===== src/rtl/ifetch_unit_pkg.sv =====
// Shared definitions for the instruction fetch unit: FSM encoding, reset PC
// and the instruction words the fetch path and decoder agree on.
package ifetch_unit_pkg;

  typedef enum logic [1:0] {
    ST_IDLE  = 2'd0,
    ST_REQ   = 2'd1,
    ST_FAULT = 2'd2
  } fetch_state_e;

  localparam logic [15:0] RESET_PC_DEFAULT = 16'h0000;
  localparam logic [15:0] HLT_WORD         = 16'hFE00;
  localparam logic [15:0] ZERO_INSTR       = 16'h0000;

  // Sequential PC step; wraps naturally at 2^16.
  function automatic logic [15:0] pc_step(input logic [15:0] pc);
    return pc + 16'd2;
  endfunction

endpackage


===== src/rtl/ifetch_unit_if.sv =====
// Memory read port of the fetch unit: a held request with a one-cycle ack.
interface ifetch_unit_if;

  logic        mem_req;
  logic [15:0] mem_addr;
  logic [15:0] mem_rdata;
  logic        mem_ack;

  modport master (output mem_req, mem_addr, input mem_rdata, mem_ack);
  modport slave  (input mem_req, mem_addr, output mem_rdata, mem_ack);

endinterface


===== src/rtl/ifetch_unit_fetch_watchdog.sv =====
// Bus watchdog: counts cycles a fetch has waited for its ack and flags the
// cycle in which the wait budget is exhausted.
module fetch_watchdog
  import ifetch_unit_pkg::*;
#(
  parameter int unsigned TO_W    = 8,
  parameter int unsigned TIMEOUT = 15
) (
  input  logic clk,
  input  logic reset,
  input  logic clr_i,
  input  logic en_i,
  output logic tc_o
);

  logic [TO_W-1:0] cnt_q, cnt_d;

  always_comb begin
    cnt_d = cnt_q;
    if (clr_i) begin
      cnt_d = '0;
    end else if (en_i) begin
      cnt_d = cnt_q + TO_W'(1);
    end
  end

  // NOTE: state registers use non-blocking assignments so every flop samples
  // pre-edge values regardless of process ordering.
  always_ff @(posedge clk) begin
    if (reset) begin
      cnt_q <= '0;
    end else begin
      cnt_q <= cnt_d;
    end
  end

  assign tc_o = (cnt_q == TO_W'(TIMEOUT - 1));

endmodule


===== src/rtl/ifetch_unit.sv =====
// Program counter, fetch FSM and instruction register feeding the microcoded
// decoder, plus the sticky fault and latched interrupt flags it samples.
module ifetch_unit
  import ifetch_unit_pkg::*;
#(
  parameter logic [15:0] RESET_PC = RESET_PC_DEFAULT,
  parameter int unsigned TIMEOUT  = 15,
  parameter int unsigned TO_W     = 8
) (
  input  logic                 clk,
  input  logic                 reset,
  input  logic                 IR_LOAD,
  input  logic                 INCR_PC,
  input  logic                 PC_LOAD,
  input  logic [15:0]          pc_in,
  ifetch_unit_if.master        mem,
  output logic [15:0]          instr,
  output logic [15:0]          pc,
  output logic                 busy,
  output logic                 fault_r,
  input  logic                 fault_clr,
  input  logic                 irq,
  input  logic                 irq_ack,
  output logic                 irq_r
);

  fetch_state_e state_q, state_d;
  logic [15:0]  pc_q, pc_d;
  logic [15:0]  instr_q, instr_d;
  logic [15:0]  addr_q, addr_d;
  logic         fault_q, fault_d;
  logic         irq_q, irq_d;
  logic         fault_set;
  logic         wd_clr, wd_en, wd_tc;

  fetch_watchdog #(
    .TO_W    (TO_W),
    .TIMEOUT (TIMEOUT)
  ) u_watchdog (
    .clk   (clk),
    .reset (reset),
    .clr_i (wd_clr),
    .en_i  (wd_en),
    .tc_o  (wd_tc)
  );

  // NOTE: every signal written here gets a default first, so no path through
  // the case can leave one unassigned and infer a latch.
  always_comb begin
    state_d   = state_q;
    instr_d   = instr_q;
    addr_d    = addr_q;
    fault_set = 1'b0;
    wd_clr    = 1'b0;
    wd_en     = 1'b0;
    unique case (state_q)
      ST_IDLE: begin
        if (IR_LOAD) begin
          if (pc_q[0]) begin
            state_d   = ST_FAULT;
            instr_d   = ZERO_INSTR;
            fault_set = 1'b1;
          end else begin
            state_d = ST_REQ;
            addr_d  = pc_q;
            wd_clr  = 1'b1;
          end
        end
      end
      ST_REQ: begin
        // An ack in the last permitted cycle still completes the fetch.
        if (mem.mem_ack) begin
          state_d = ST_IDLE;
          instr_d = mem.mem_rdata;
        end else if (wd_tc) begin
          state_d   = ST_FAULT;
          instr_d   = ZERO_INSTR;
          fault_set = 1'b1;
        end else begin
          wd_en = 1'b1;
        end
      end
      ST_FAULT: state_d = ST_IDLE;
      default:  state_d = ST_IDLE;
    endcase
  end

  always_comb begin
    pc_d = pc_q;
    if (PC_LOAD) begin
      pc_d = pc_in;
    end else if (INCR_PC) begin
      pc_d = pc_step(pc_q);
    end
    fault_d = fault_set | (fault_q & ~fault_clr);
    irq_d   = irq | (irq_q & ~irq_ack);
  end

  always_ff @(posedge clk) begin
    if (reset) begin
      state_q <= ST_IDLE;
      pc_q    <= RESET_PC;
      instr_q <= ZERO_INSTR;
      addr_q  <= '0;
      fault_q <= 1'b0;
      irq_q   <= 1'b0;
    end else begin
      state_q <= state_d;
      pc_q    <= pc_d;
      instr_q <= instr_d;
      addr_q  <= addr_d;
      fault_q <= fault_d;
      irq_q   <= irq_d;
    end
  end

  assign mem.mem_req  = (state_q == ST_REQ);
  assign mem.mem_addr = addr_q;
  assign instr        = instr_q;
  assign pc           = pc_q;
  assign busy         = (state_q != ST_IDLE);
  assign fault_r      = fault_q;
  assign irq_r        = irq_q;

endmodule

===== src/flat_wrapper.sv =====
// flat-port wrapper written by rule: the top's interface ports become plain ports
module ifetch_unit_flat import ifetch_unit_pkg::*;
#(
  parameter logic [15:0] RESET_PC = RESET_PC_DEFAULT,
  parameter int unsigned TIMEOUT  = 15,
  parameter int unsigned TO_W     = 8
)
  (clk, reset, IR_LOAD, INCR_PC, PC_LOAD, pc_in, instr, pc, busy, fault_r, fault_clr, irq, irq_ack, irq_r, mem_mem_req, mem_mem_addr, mem_mem_rdata, mem_mem_ack);
  ifetch_unit_if mem_i ();
  input  logic clk;
  input  logic reset;
  input  logic IR_LOAD;
  input  logic INCR_PC;
  input  logic PC_LOAD;
  input  logic [15:0] pc_in;
  output logic [15:0] instr;
  output logic [15:0] pc;
  output logic busy;
  output logic fault_r;
  input  logic fault_clr;
  input  logic irq;
  input  logic irq_ack;
  output logic irq_r;
  output wire logic [$bits(mem_i.mem_req)-1:0] mem_mem_req;
  output wire logic [$bits(mem_i.mem_addr)-1:0] mem_mem_addr;
  input wire logic [$bits(mem_i.mem_rdata)-1:0] mem_mem_rdata;
  input wire logic [$bits(mem_i.mem_ack)-1:0] mem_mem_ack;
  assign mem_mem_req = mem_i.mem_req;
  assign mem_mem_addr = mem_i.mem_addr;
  assign mem_i.mem_rdata = mem_mem_rdata;
  assign mem_i.mem_ack = mem_mem_ack;
  ifetch_unit #(.RESET_PC(RESET_PC), .TIMEOUT(TIMEOUT), .TO_W(TO_W)) u_core (.clk(clk), .reset(reset), .IR_LOAD(IR_LOAD), .INCR_PC(INCR_PC), .PC_LOAD(PC_LOAD), .pc_in(pc_in), .mem(mem_i), .instr(instr), .pc(pc), .busy(busy), .fault_r(fault_r), .fault_clr(fault_clr), .irq(irq), .irq_ack(irq_ack), .irq_r(irq_r));
endmodule

===== config.mk =====
export PLATFORM = sky130hd
export DESIGN_NAME = ifetch_unit_flat
export DESIGN_NICKNAME = d
export VERILOG_FILES = /design/src/rtl/ifetch_unit_pkg.sv /design/src/rtl/ifetch_unit_if.sv /design/src/rtl/ifetch_unit_fetch_watchdog.sv /design/src/rtl/ifetch_unit.sv /design/src/flat_wrapper.sv
export SDC_FILE = /design/constraint.sdc
export NUM_CORES = 1
export LEC_CHECK = 0
export CAP_MARGIN = 30
export CELL_PAD_IN_SITES_DETAIL_PLACEMENT = 0
export CELL_PAD_IN_SITES_GLOBAL_PLACEMENT = 2
export CORE_UTILIZATION = 25
export CTS_CLUSTER_DIAMETER = 100
export DETAILED_ROUTE_END_ITERATION = 8
export HOLD_SLACK_MARGIN = 0.12
export MAX_ROUTING_LAYER = met4
export PLACE_DENSITY = 0.78
export SYNTH_ARGS = -nofsm -noshare
export SYNTH_HDL_FRONTEND = slang
export SYNTH_HIERARCHICAL = 1
export SYNTH_SLANG_ARGS = --single-unit

===== constraint.sdc =====
create_clock -name clk -period 2.35 [get_ports clk]
set_input_delay 0.47 -clock clk [delete_from_list [all_inputs] [get_ports clk]]
set_output_delay 0.47 -clock clk [all_outputs]
set_load 0.005 [all_outputs]

# Word-level counts from Yosys, hierarchy flattened
# Index checks and enable logic that the tools add are counted.
[word_totals] out_inout_bits=52 input_bits=41 wordCells=52 reg_bits=59
[op_classes] mux=23 n_addsub=2 eq_ne=5 n_reduce_logical=8 bitwise=7
[op_table] op="16-bit two-way mux" n=6
[op_table] op="16-bit one-hot mux with 2 select lines" n=1
[op_table] op="16-bit by 2-bit adder with 16-bit output, second input constant" n=1
[op_table] op="1-bit two-way mux" n=10
[op_table] op="8-bit by 1-bit adder with 8-bit output, second input constant" n=1
[op_table] op="8-bit by 4-bit equality test with 1-bit output, second input constant" n=1
[op_table] op="2-bit two-way mux" n=4
[op_table] op="2-bit nonzero test" n=3
[op_table] op="2-bit one-hot mux with 2 select lines" n=1
[op_table] op="4-bit AND reduction" n=1
[op_table] op="3-bit by 1-bit inequality test with 1-bit output, second input constant" n=1
[op_table] op="1-bit inverter" n=3
[op_table] op="3-bit AND reduction" n=1
[op_table] op="1-bit AND" n=2
[op_table] op="2-bit by 1-bit equality test with 1-bit output, second input constant" n=1
[op_table] op="2-bit zero test" n=1
[op_table] op="2-bit by 1-bit inequality test with 1-bit output, second input constant" n=1
[op_table] op="2-bit inequality test, second input constant" n=1
[op_table] op="1-bit bitwise OR" n=2
[op_table] op="1-bit one-hot mux with 2 select lines" n=1
[op_table] op="2-bit AND reduction" n=1
[op_table] op="2-bit OR reduction" n=1

# Longest topological paths before layout
[depth] word_depth=5 ltp_mapped=9 mapped_depth_nobuf=8

# Hierarchy
# Netlist, hierarchy kept.
[modules_own_cells] mod="ifetch_unit" instances=1 area_per_inst_um2=2143.3 cells_per_inst=250 seq_area_each_um2=1021.0
[modules_own_cells] mod="fetch_watchdog" instances=1 area_per_inst_um2=384.1 cells_per_inst=42 seq_area_each_um2=160.2

# Worst setup path after synthesis
# OpenSTA, ideal clock, no wires.
[synth_timing] kind="register -> register" start="register u_core.u_watchdog.cnt_q[0]" end="register u_core.u_watchdog.cnt_q[7]" n_path_buf=1 t_arrival_ns=1.772 slack_ns=0.463 t_required_ns=2.235 setup_ns=0.115 synth_period_minus_slack_ns=1.887 path_stages_with_launch=10 path_cell_list="dfxtp_1 > inv_1 > ha_1 > nand4b_1 > nor4_1 > nor3b_1 > buf_2 > nand4_4 > o31a_1 > o21a_1"
[synth_between] elab_chain_len=4 word_cells_on_any_way=5 classes_between="1 x add/sub; 1 x eq/ne; 3 x mux"
[synth_rtl] element="start: declaration" line="ifetch_unit_fetch_watchdog.sv:16" rtl="logic [TO_W-1:0] cnt_q, cnt_d;"
[synth_rtl] element="start signal: assignment" line="ifetch_unit_fetch_watchdog.sv:33" rtl="cnt_q <= cnt_d;"
[synth_rtl] element="8-bit by 4-bit equality test with 1-bit output" line="ifetch_unit_fetch_watchdog.sv:37" rtl="assign tc_o = (cnt_q == TO_W'(TIMEOUT - 1));"
[synth_rtl] element="via u_core.wd_tc" line="ifetch_unit.sv:34" rtl="logic wd_clr, wd_en, wd_tc;"
[synth_rtl] element="1-bit two-way mux" line="ifetch_unit.sv:75" rtl="end else if (wd_tc) begin"
[synth_rtl] element="1-bit two-way mux" line="ifetch_unit.sv:72" rtl="if (mem.mem_ack) begin"
[synth_rtl] element="1-bit two-way mux" line="ifetch_unit.sv:56" rtl="unique case (state_q)"
[synth_rtl] element="via u_core.wd_en" line="ifetch_unit.sv:34"
# The timed path passes the listed nets, and every way through them passes these cells.
# A chain may end at the register's enable or synchronous reset.

# Final worst setup path
[layout_timing] start="register u_core.u_watchdog.cnt_q[1]" end="register u_core.instr_q[14], in the netlist u_core/instr[14]"
[layout_between] elab_chain_len=3
[layout_rtl] element="8-bit by 4-bit equality test with 1-bit output" line="ifetch_unit_fetch_watchdog.sv:37"
[layout_rtl] element="via u_core.wd_tc" line="ifetch_unit.sv:34"
[layout_rtl] element="3-bit by 1-bit inequality test with 1-bit output (no source line)"
[layout_rtl] element="4-bit AND reduction (no source line)"
[layout_rtl] element="end signal: assignment" line="ifetch_unit.sv:110" rtl="instr_q <= instr_d;"
[layout_rtl] element="end: declaration" line="ifetch_unit.sv:29" rtl="logic [15:0] instr_q, instr_d;"
# The timed path passes the listed nets, and every way through them passes these cells.

==> impl_metrics.py <==
metrics = {
    "clock_network": {
        "clk_pin_slew_ps": 70,
        "cts_max_level": 3,
        "post_cts_resized": 0,
        "cts_hold_buf": 0,
        "root_buffer": "clkbuf_8",
        "clk_latency_ps": 340,
        "cts_setup_buffers": 0,
        "cts_tree": "yes",
        "clock-sinks": 59,
        "cts_buffers": 9,
        "clock_path_buffers": 2,
    },
    "global_routing": {
        "grt_max_degree": 30,
        "grt_usage_pct": 13.5,
        "grt_pass1_wl_um": 10700,
        "grt_pass1_vias": 2198,
        "antenna_found_initial": 0,
        "grt-ovfl-total": 0,
    },
    "timing": {
        "tns_ps": 0,
        "drv_slew": 0,
        "hold_violations": 0,
        "fin_crit_sh_pct": 89.8,
        "period_needed_ps": 2110,
        "tightest_slew_ps": 599,
        "maxSlewHeadroom_pct": 60.1,
        "setup_viol": 0,
        "rsz0062_at_grt": "false",
        "clock.fmax_ghz": 0.474,
        "worst_clock_skew_ps": 7.52,
    },
    "logic_synthesis": {
        "yosysSeqAreaShare_pct": 46.7,
        "syn_area_um2": 2530,
        "syn_avg_cell_area_um2": 8.66,
        "yosysTopAreaCell": "dfxtp_1",
        "synth_area_leaders": "dfxtp_1, nand2_1, a21oi_1, nor2_1, a22oi_1",
        "synth_top_area_share_pct": 46.7,
        "synth.net_count": 336,
        "yosys_warnings": 6,
        "synthCells": 292,
        "synth_cell_type_count": 38,
        "ys_ff_latch": 59,
    },
    "setup_path": {
        "max_stage_delay_ps": 430,
        "critPathRequiredTime_ps": 2560,
        "endpoint_kind": "flip-flop",
        "crit_path_max_fanout": 16,
        "cp.arrival_ps": 2320,
        "start_kind": "flip-flop",
        "slowest_stage": "dfxtp_1",
        "worstPathCellList": "ha_1 -> nand4b_1 -> nor4_1 -> o21ai_0 -> a21o_1 -> a22oi_1 -> nor2_1",
        "path_buf_inv": 0,
        "cpLargestDelayFamily": "compound AO/OA/AOI/OAI gates",
        "worstSetupPathType": "flip-flop to flip-flop",
    },
    "final_layout": {
        "area_growth_syn_to_layout_pct": 48.8,
        "nNetsFinal": 425,
        "final-instance-count-excl-fill": 519,
        "n_fill_cell": 1046,
        "final_core_util_pct": 38.5,
        "mostFrequentLayoutCells": "clkdlybuf4s50_1, dfxtp_1, nand2_1, nor2_1, a21oi_1",
        "drive_above_1_share_pct": 8.03,
        "antenna_cells": 0,
        "mostFrequentLayoutCell": "clkdlybuf4s50_1",
        "fin_area_um2": 3760,
    },
    "route": {
        "vias_per_cell": 4.43,
        "first_iter_violations": 73,
        "route.detailed.drc": 0,
        "wl_per_cell_um": 12.8,
        "dr.pass1.iters": 5,
        "routed_wl_um": 6620,
        "detail-route-antenna-nets": 0,
        "route.vias.total": 2299,
    },
    "place": {
        "hpwl_um": 4730,
        "dpl.cell_count": 503,
        "place_area_um2": 3570,
        "port_buffers": 91,
        "place.gp.congestion": 0.710,
    },
    "power_and_ir_drop": {
        "power_density_nw_per_um2": 619,
        "ir_drop_mv": 0.244,
        "p_leak_nw": 1.41,
    },
    "hold_path": {
        "holdCritPathClass": "flip-flop to flip-flop",
    },
    "status": {
        "status": "complete, no violations",
    },
    "floorplanning": {
        "num_io_pins": 93,
        "start_util_pct": 25.9,
        "core_um2": 9770,
        "die_h_um": 103,
        "dieArea_um2": 10500,
        "chipWidth_um": 103,
        "fp-row-count": 36,
    },
    "flow_run": {
        "cap_violations": 0,
    },
}
worst register-to-register path: stages, from the launching register on:
cell and delay, ps:
dfxtp_1 430, ha_1 180, nand4b_1 90, nor4_1 410, o21ai_0 160, a21o_1 390
a22oi_1 270, nor2_1 60
logic make-up (layout without fill, tap and decap cells):
| family | Yosys count | count (layout) | share of synthesized area, % |
|---|---|---|---|
| adder cells (fa/ha/maj) | 3 | 3 | 1.49 |
| other | 1 | 1 | 0.148 |
| XOR/XNOR | 16 | 16 | 5.54 |
| multiplexers | 5 | 5 | 1.98 |
| buffers and inverters | 32 | 126 | 5.35 |
| AND/OR/NAND/NOR | 109 | 109 | 22.2 |
| AO/OA/AOI/OAI | 67 | 67 | 16.6 |
| flip-flops | 59 | 59 | 46.7 |
sequential cells by signal (all words and copies together) (netlist names):
register,flops
u_core/instr,16
u_core/pc,16
u_core/mem.mem_addr,15
u_core/u_watchdog/cnt_q,8
u_core/state_q,2
u_core/fault_r,1
u_core/irq_r,1
layer usage:
metal,GRT usage (%),share of wire [%]
met5,-,0
met4,4.29,1.2
met3,4.14,6.1
met2,21.0,45
met1,16.8,47
path summary, 6_finish.rpt:
| path | startpoint | endpoint | slack [ps] | cells past startpoint |
|---|---|---|---|---|
| worst max register to register | u_core/u_watchdog/cnt_q[1] | u_core/instr[14] | 240 | 7 |
| worst max-delay path | u_core/u_watchdog/cnt_q[1] | u_core/instr[14] | 240 | 7 |
| worst min register to register | u_core/mem.mem_addr[3] | u_core/mem.mem_addr[3] | 450 | 2 |
| worst min-delay path | u_core/mem.mem_addr[3] | u_core/mem.mem_addr[3] | 450 | 2 |
synthesized netlist by cell type:
cell type	number
clkbuf_1	12
conb_1	1
buf_2	2
nand2b_1	1
inv_2	1
a21oi_1	30
or2_2	2
buf_4	3
nand4_4	3
nand3_1	3
nand4_1	3
or3_1	4
and4_2	1
xor2_1	10
mux2i_1	5
nor3_1	3
nand2_1	41
a21o_1	3
nand4b_1	1
o21a_1	9
xnor2_1	6
nand3b_1	1
dfxtp_1	59
inv_1	13
clkbuf_2	1
a222oi_1	1
a22oi_1	16
nor4_2	2
and2_1	1
o21ai_0	5
o31a_1	1
nor2_1	34
nor2b_1	2
nor3b_1	2
nor4_1	4
nand4_2	1
ha_1	3
a211oi_1	2
report_power, final:
group          switching, mW  leakage [nW]  total, mW  internal, mW
logic                  0.131         0.825      0.320         0.189
clock network          0.404        0.0991      0.918         0.513
registers             0.0486         0.482       1.09          1.04
total                  0.584          1.41       2.33          1.75
through the flow:
stage	hold WS, ps	worst slack [ps]	total power [mW]
after global placement	443	274	1.44
after floorplan	453	463	1.24
final	453	239	2.33
after global routing	469	19.6	2.46
after detailed placement	448	224	1.44
after CTS	458	261	2.38
layout make-up:
cell class	instances	area (µm²)	share of cell area, %
tap	133	166	4.42
clock buffer	11	141	3.76
timing repair buffer	96	956	25.4
multi-input combinational	201	1210	32.2
clock inverter	5	52.6	1.40
inverter	14	52.6	1.40
sequential	59	1180	31.4
Power figures use the tool's default switching activity.
